<file path="config.mk">
export PLATFORM = sky130hd
export DESIGN_NAME = alu_rr_scheduler
export DESIGN_NICKNAME = d
export VERILOG_FILES = /design/src/rtl/alu_rr_scheduler.sv
export SDC_FILE = /design/constraint.sdc
export NUM_CORES = 1
export LEC_CHECK = 0
export ABC_AREA = 1
export BUFFER_PORTS_ARGS = -buffer_cell sky130_fd_sc_hd__buf_4
export CAP_MARGIN = 20
export CORE_MARGIN = 5
export CORE_UTILIZATION = 57
export DETAILED_ROUTE_END_ITERATION = 16
export MAX_ROUTING_LAYER = met4
export PLACE_DENSITY = 0.82
export SLEW_MARGIN = 10
export SYNTH_ARGS = -nofsm -noshare
export SYNTH_HDL_FRONTEND = slang
export SYNTH_SLANG_ARGS = --single-unit
</file>
<file path="constraint.sdc">
create_clock -name clk -period 2.61 [get_ports clk]
set_clock_uncertainty 0.1 [all_clocks]
set_input_delay 0.261 -clock clk [delete_from_list [all_inputs] [get_ports clk]]
set_output_delay 0.261 -clock clk [all_outputs]
set_load 0.03 [all_outputs]
</file>
<file path="src/rtl/alu_rr_scheduler.sv">
// ---------------------------------------------------------------------------
// alu_rr_scheduler
// Two-requester round-robin front end for a small 16-bit ALU. Exactly one
// operation is in flight at a time: it is accepted in IDLE, executed in EXEC
// (single cycle) or DIV_BUSY (16-step restoring divide), then held in RESP
// until the consumer takes it.
//
// Build option: define ALU_SCHED_DIV_EN to build the divider and the DIV_BUSY
// state. Without it, opcode 8 is treated as an illegal opcode.
//
// Ports
//   clk, rst_n      clock, asynchronous active-low reset
//   req_valid[1:0]  per-requester operation present
//   req_ready[1:0]  one-hot grant (IDLE only)
//   req_opcode[7:0] {op1, op0}
//   req_a/req_b     {requester1, requester0} 16-bit operands
//   req_shamt[9:0]  {sh1, sh0} 5-bit SRL shift amounts
//   rsp_valid       response held valid
//   rsp_ready       consumer accepts response
//   rsp_id          owning requester
//   rsp_result      16-bit result
//   rsp_carry/zero/sign/err  result flags
// ---------------------------------------------------------------------------
module alu_rr_scheduler #(
    parameter int WIDTH = 16
) (
    input  logic                 clk,
    input  logic                 rst_n,
    input  logic [1:0]           req_valid,
    output logic [1:0]           req_ready,
    input  logic [7:0]           req_opcode,
    input  logic [2*WIDTH-1:0]   req_a,
    input  logic [2*WIDTH-1:0]   req_b,
    input  logic [9:0]           req_shamt,
    output logic                 rsp_valid,
    input  logic                 rsp_ready,
    output logic                 rsp_id,
    output logic [WIDTH-1:0]     rsp_result,
    output logic                 rsp_carry,
    output logic                 rsp_zero,
    output logic                 rsp_sign,
    output logic                 rsp_err
);

    localparam logic [1:0] S_IDLE     = 2'd0;
    localparam logic [1:0] S_EXEC     = 2'd1;
`ifdef ALU_SCHED_DIV_EN
    localparam logic [1:0] S_DIV_BUSY = 2'd2;
    localparam logic [3:0] OP_DIV     = 4'd8;
`endif
    localparam logic [1:0] S_RESP     = 2'd3;

    localparam logic [3:0] OP_XOR  = 4'd0;
    localparam logic [3:0] OP_SRL  = 4'd1;
    localparam logic [3:0] OP_SGT  = 4'd2;
    localparam logic [3:0] OP_XNOR = 4'd3;
    localparam logic [3:0] OP_AND  = 4'd4;
    localparam logic [3:0] OP_SUB  = 4'd5;
    localparam logic [3:0] OP_OR   = 4'd6;
    localparam logic [3:0] OP_SNE  = 4'd7;
    localparam logic [3:0] OP_SLT  = 4'd9;

    logic [1:0]       r_state;
    logic             r_last_id;     // requester granted most recently
    logic             r_id;
    logic [3:0]       r_op;
    logic [WIDTH-1:0] r_a;
    logic [WIDTH-1:0] r_b;
    logic [4:0]       r_shamt;
    logic [WIDTH-1:0] r_result;
    logic             r_carry;
    logic             r_zero;
    logic             r_sign;
    logic             r_err;

    logic             w_grant_id;
    logic             w_accept;
    logic [3:0]       w_sel_op;
    logic [WIDTH-1:0] w_sel_a;
    logic [WIDTH-1:0] w_sel_b;
    logic [4:0]       w_sel_shamt;
    logic [WIDTH+1:0] w_exec;

    // Returns {err, carry, result} for every single-cycle opcode.
    function automatic logic [WIDTH+1:0] alu_eval(
        input logic [3:0]       op,
        input logic [WIDTH-1:0] a,
        input logic [WIDTH-1:0] b,
        input logic [4:0]       sh
    );
        logic [WIDTH-1:0] res;
        logic             carry;
        logic             err;
        res   = '0;
        carry = 1'b0;
        err   = 1'b0;
        case (op)
            OP_XOR:  res = a ^ b;
            OP_SRL:  res = (sh >= 5'd16) ? '0 : (a >> sh);
            OP_SGT:  res = {{(WIDTH-1){1'b0}}, ($signed(a) > $signed(b))};
            OP_XNOR: res = ~(a ^ b);
            OP_AND:  res = a & b;
            OP_SUB: begin
                res   = a - b;
                carry = (a < b);
            end
            OP_OR:   res = a | b;
            OP_SNE:  res = {{(WIDTH-1){1'b0}}, (a != b)};
            OP_SLT:  res = {{(WIDTH-1){1'b0}}, ($signed(a) < $signed(b))};
            default: err = 1'b1;
        endcase
        return {err, carry, res};
    endfunction

    // On a tie the requester that did not win last time is granted.
    always_comb begin
        case (req_valid)
            2'b10:   w_grant_id = 1'b1;
            2'b11:   w_grant_id = ~r_last_id;
            default: w_grant_id = 1'b0;
        endcase
    end

    // Grant is also forced low while reset is asserted.
    assign req_ready = (rst_n && (r_state == S_IDLE) && (req_valid != 2'b00))
                       ? (w_grant_id ? 2'b10 : 2'b01) : 2'b00;
    assign w_accept  = |req_ready;

    assign w_sel_op    = w_grant_id ? req_opcode[7:4]        : req_opcode[3:0];
    assign w_sel_a     = w_grant_id ? req_a[2*WIDTH-1:WIDTH] : req_a[WIDTH-1:0];
    assign w_sel_b     = w_grant_id ? req_b[2*WIDTH-1:WIDTH] : req_b[WIDTH-1:0];
    assign w_sel_shamt = w_grant_id ? req_shamt[9:5]         : req_shamt[4:0];

    assign w_exec = alu_eval(r_op, r_a, r_b, r_shamt);

`ifdef ALU_SCHED_DIV_EN
    logic [3:0]       r_div_cnt;
    logic [WIDTH-1:0] r_rem;
    logic [WIDTH-1:0] r_quo;        // dividend shifts out as quotient shifts in
    logic [WIDTH:0]   w_rem_sh;
    logic [WIDTH:0]   w_diff;
    logic [WIDTH-1:0] w_rem_next;
    logic [WIDTH-1:0] w_quo_next;
    logic [WIDTH-1:0] w_div_res;

    always_comb begin
        w_rem_sh = {r_rem, r_quo[WIDTH-1]};
        w_diff   = w_rem_sh - {1'b0, r_b};
        if (w_diff[WIDTH]) begin
            w_rem_next = w_rem_sh[WIDTH-1:0];
            w_quo_next = {r_quo[WIDTH-2:0], 1'b0};
        end else begin
            w_rem_next = w_diff[WIDTH-1:0];
            w_quo_next = {r_quo[WIDTH-2:0], 1'b1};
        end
    end

    // A zero divisor would yield all ones; it is reported as zero instead.
    assign w_div_res = (r_b == '0) ? '0 : w_quo_next;

    always_ff @(posedge clk or negedge rst_n) begin
        if (!rst_n) begin
            r_div_cnt <= '0;
            r_rem     <= '0;
            r_quo     <= '0;
        end else if (w_accept) begin
            r_div_cnt <= '0;
            r_rem     <= '0;
            r_quo     <= w_sel_a;
        end else if (r_state == S_DIV_BUSY) begin
            r_div_cnt <= r_div_cnt + 4'd1;
            r_rem     <= w_rem_next;
            r_quo     <= w_quo_next;
        end
    end
`endif

    // Operand capture at acceptance
    always_ff @(posedge clk) begin
        if (w_accept) begin
            r_op    <= w_sel_op;
            r_a     <= w_sel_a;
            r_b     <= w_sel_b;
            r_shamt <= w_sel_shamt;
        end
    end

    // Control and response registers
    always_ff @(posedge clk or negedge rst_n) begin
        if (!rst_n) begin
            r_state   <= S_IDLE;
            r_last_id <= 1'b1;
            r_id      <= 1'b0;
            r_result  <= '0;
            r_carry   <= 1'b0;
            r_zero    <= 1'b0;
            r_sign    <= 1'b0;
            r_err     <= 1'b0;
        end else begin
            case (r_state)
                S_IDLE: begin
                    if (w_accept) begin
                        r_id      <= w_grant_id;
                        r_last_id <= w_grant_id;
`ifdef ALU_SCHED_DIV_EN
                        r_state   <= (w_sel_op == OP_DIV) ? S_DIV_BUSY : S_EXEC;
`else
                        r_state   <= S_EXEC;
`endif
                    end
                end
                S_EXEC: begin
                    r_result <= w_exec[WIDTH-1:0];
                    r_carry  <= w_exec[WIDTH];
                    r_err    <= w_exec[WIDTH+1];
                    r_zero   <= (w_exec[WIDTH-1:0] == '0);
                    r_sign   <= w_exec[WIDTH-1];
                    r_state  <= S_RESP;
                end
`ifdef ALU_SCHED_DIV_EN
                S_DIV_BUSY: begin
                    if (r_div_cnt == 4'd15) begin
                        r_result <= w_div_res;
                        r_carry  <= 1'b0;
                        r_err    <= 1'b0;
                        r_zero   <= (w_div_res == '0);
                        r_sign   <= w_div_res[WIDTH-1];
                        r_state  <= S_RESP;
                    end
                end
`endif
                S_RESP: begin
                    if (rsp_ready) begin
                        r_state <= S_IDLE;
                    end
                end
                default: r_state <= S_IDLE;
            endcase
        end
    end

    assign rsp_valid  = (r_state == S_RESP);
    assign rsp_id     = r_id;
    assign rsp_result = r_result;
    assign rsp_carry  = r_carry;
    assign rsp_zero   = r_zero;
    assign rsp_sign   = r_sign;
    assign rsp_err    = r_err;

endmodule

</file>
==> key figures <==
Route
  • Total number of vias: 5899
  • Antenna Violating Nets Remaining: 0
  • Iteration-0 DRC count of the detailed router: roughly 500
  • Routed Wire Length: 16700 µm
  • DRT Pass-1 Iters: 6
  • Vias/cell: approximately 5.3
  • DR DRC count: 0
  • WL per Instance: between 10 and 15 µm

Cells and area
  • Commonest non-fill, non-tap cells in the layout: nand2_1 (326), buf_4 (147), nand3_1 (102)
  • Final std cells w/o fill: 1116
  • Layout cells sized above 1: between 20% and 30%
  • Fill cell count: 827
  • Area Growth Syn to Fin: 24.6%
  • Layout net count: about 1100
  • Antenna Cells: 0
  • Post-Route Utilization: 72.4%
  • Most common cell after layout, fill and taps aside: nand2_1

Logic synthesis
  • Mapped Cells: 843
  • Sequential area share after synthesis: 32.1%
  • Area contributors post-synth: nand2_1 (22%), edfxtp_1 (22%), ha_1 (11%), dfrtp_1 (9.8%), nand3_1 (9.2%)
  • Area fraction of the dominant cell type after synthesis: between 20% and 30%
  • Main synth FF type: edfxtp_1
  • Post-synthesis cell type count: between 40 and 50
  • EDFF count, synth: 41
  • Cell taking the most area after synthesis: nand2_1
  • Ys Warns: 0
  • Syn Area/Cell: about 6.7 µm²
  • Synth async-reset ratio: a little over a third
  • Net count after synthesis: between 900 and 1000
  • Syn Std Cell Area: 0.00563 mm²
  • Register bit total from synthesis: 64

Min path
  • Hold path depth: 3
  • Hold crit path type: input pin to register
  • Hold Path Sink: r_b[14]
  • Worst hold start: req_b[30]

Floorplan
  • Starting Density: roughly 58%
  • Die Area: between 0.01 and 0.015 mm²
  • Cell row count: 36
  • Core area: between 0.009 and 0.01 mm²
  • Die height: 109 µm
  • IO Pins: roughly 110
  • Chip width: about 110 µm

Critical path
  • Reg2reg start: r_a[0]
  • Crit end category: register
  • Endpoint of the worst-slack reg-to-reg timing path: rsp_zero
  • Crit path kind: register to register
  • R2R cell count: 15
  • Critical Path Start Type: register
  • Crit path arrival time: between 2 and 3 ns
  • Worst Path Required: between 2 and 3 ns
  • R2r setup slk: between 0.15 and 0.2 ns
  • CP max FO: 3

Global route
  • Antenna violations before repair: 0
  • Pin count of the biggest net entering global routing: 43
  • GRT Overall Usage: between 30% and 40%
  • Remaining global-route overflow: 0
  • Global-route wire length before repair: between 20000 and 30000 µm
  • Vias in the first global route: roughly 5500

Power
  • PD cells: approximately 750 mW/mm²
  • Overall Power: approximately 5.3 mW
  • Worst VDD drop: approximately 0.0005 V
  • Leakage: around 3.8 nW

Timing
  • Final hold slack: roughly 0.067 ns
  • Worst-margin pin slew: approximately 0.50 ns
  • Max_slew headroom: 66.3%
  • Final Critical Period: roughly 2.5 ns
  • Fin crit share: between 90% and 100%
  • Final setup violation count: 0
  • Final slew viol count: 0
  • Fmax achieved: between 400 and 500 MHz
  • Fin. Hold Viols: 0

Clocking
  • Clk Latency, worst-skew pair: about 0.35 ns
  • Clk sink count: 64
  • CTS Buf Count: 9
  • Clock Path Buffers: 2
  • Clock root cell: clkbuf_8
  • CTS H-tree depth: 3
  • Reg clk slew, reported paths: 0.08 ns
  • CTS tree: yes

Run status
  • Status: finished clean

Placed design
  • RePlAce Congestion: ~1
  • Final HPWL DP: between 10000 and 15000 µm
  • Port Buf Inserts: between 100 and 150
  • Post-Place Cells: approximately 1100

Job
  • Max Cap Viol: 0
## synth_stat cells, types with 2 or more instances
cell type,n
o2111ai_1,4
a211oi_1,2
nand3_1,103
clkbuf_1,12
o22ai_1,2
nor3_1,3
and2_1,2
buf_4,4
nand2_4,2
ha_1,48
inv_1,99
nand2_2,8
o21ai_0,22
o21ai_1,3
nor2_2,9
nor2_1,62
inv_2,5
buf_6,6
a21oi_1,19
o21bai_1,3
inv_4,2
a31oi_1,6
nand4_1,8
edfxtp_1,41
dfrtp_1,22
nand2_1,329
clkinv_1,2
## state kept, by name (all words and copies together) (netlist names)
register and flops:
r_shamt 5, rsp_zero 1, r_last_id 1, r_op 4, rsp_err 1, r_b 16, rsp_id 1, r_a 16
rsp_result 16, r_state 2, rsp_carry 1
## per-layer routing
metal / vias up / share of wire, % / GRT usage [%]
li1: 2957 / - / -
met1: 2640 / 44 / 42.7
met2: 275 / 46 / 45.6
met3: 27 / 8.7 / 4.29
met4: 0 / 2.0 / 8.01
met5: - / 0 / -
## cells by family after synthesis
| logic type | after synthesis | synth area share (%) |
|---|---|---|
| AOI/OAI and AO/OA | 68 | 7.10 |
| adders and majority gates | 49 | 11.0 |
| buffers and inverters | 132 | 10.0 |
| DFF | 64 | 32.1 |
| and+or+nand+nor | 530 | 39.7 |
## worst max-delay path: stages (launching register included)
cell      delay [ns]
edfxtp_1        0.38
inv_1           0.08
ha_2            0.20
fa_2            0.51
inv_1           0.03
nand2_1         0.05
nand3_1         0.06
nor2_1          0.20
nand2_1         0.12
nor2_1          0.19
nand3_1         0.13
nor2_1          0.10
nand2_1         0.06
nor2_1          0.08
nand2_1         0.06
nand2_1         0.05
## worst max-delay path by stage
| stage | startpoint | to | depth (start not counted) |
|---|---|---|---|
| after floorplan | r_a[0] | rsp_zero | 18 |
| after global placement | r_a[0] | rsp_zero | 18 |
| after detailed placement | r_a[0] | rsp_zero | 18 |
| after CTS | r_a[0] | rsp_zero | 18 |
| after global routing | r_a[3] | rsp_zero | 17 |
| final | r_a[0] | rsp_zero | 15 |
## area by class of cell
type                            instances  area (µm²)  area share (%)
Timing Repair Buffer                  148        1110            15.9
Clock buffer                            9         124            1.77
Inverter                              108         410            5.86
Clock inverter                          7        95.1            1.36
Tap cell                              133         166            2.38
Multi-Input combinational cell        647        3290            46.9
Sequential cell                        64        1810            25.8
## power by group
part / internal [mW] / leakage (nW) / total (mW) / switching [mW]
Clock: 0.539 / 0.111 / 0.960 / 0.421
Combinational: 0.971 / 2.99 / 2.75 / 1.78
Sequential: 1.40 / 0.672 / 1.58 / 0.183
Total: 2.91 / 3.77 / 5.29 / 2.38
## metrics by stage
step | setup TNS, ns | area, µm² | setup WS, ns
final | 0 | 7010 | 0.152
after global routing | -0.0199 | 7010 | -0.0199
after CTS | 0 | 6960 | 0.109
after detailed placement | 0 | 6730 | 0.143
after global placement | 0 | 6730 | 0.197
after floorplan | 0 | 5630 | 0.436
## repair_timing
item	in CTS	in global routing
hold endpoints to repair	22	0
resized for setup	0	13
endpoints found under the setup margin	0	2
hold buffers	1	0
setup buffers	0	2
Note: power is estimated with default switching activity, not from simulation.
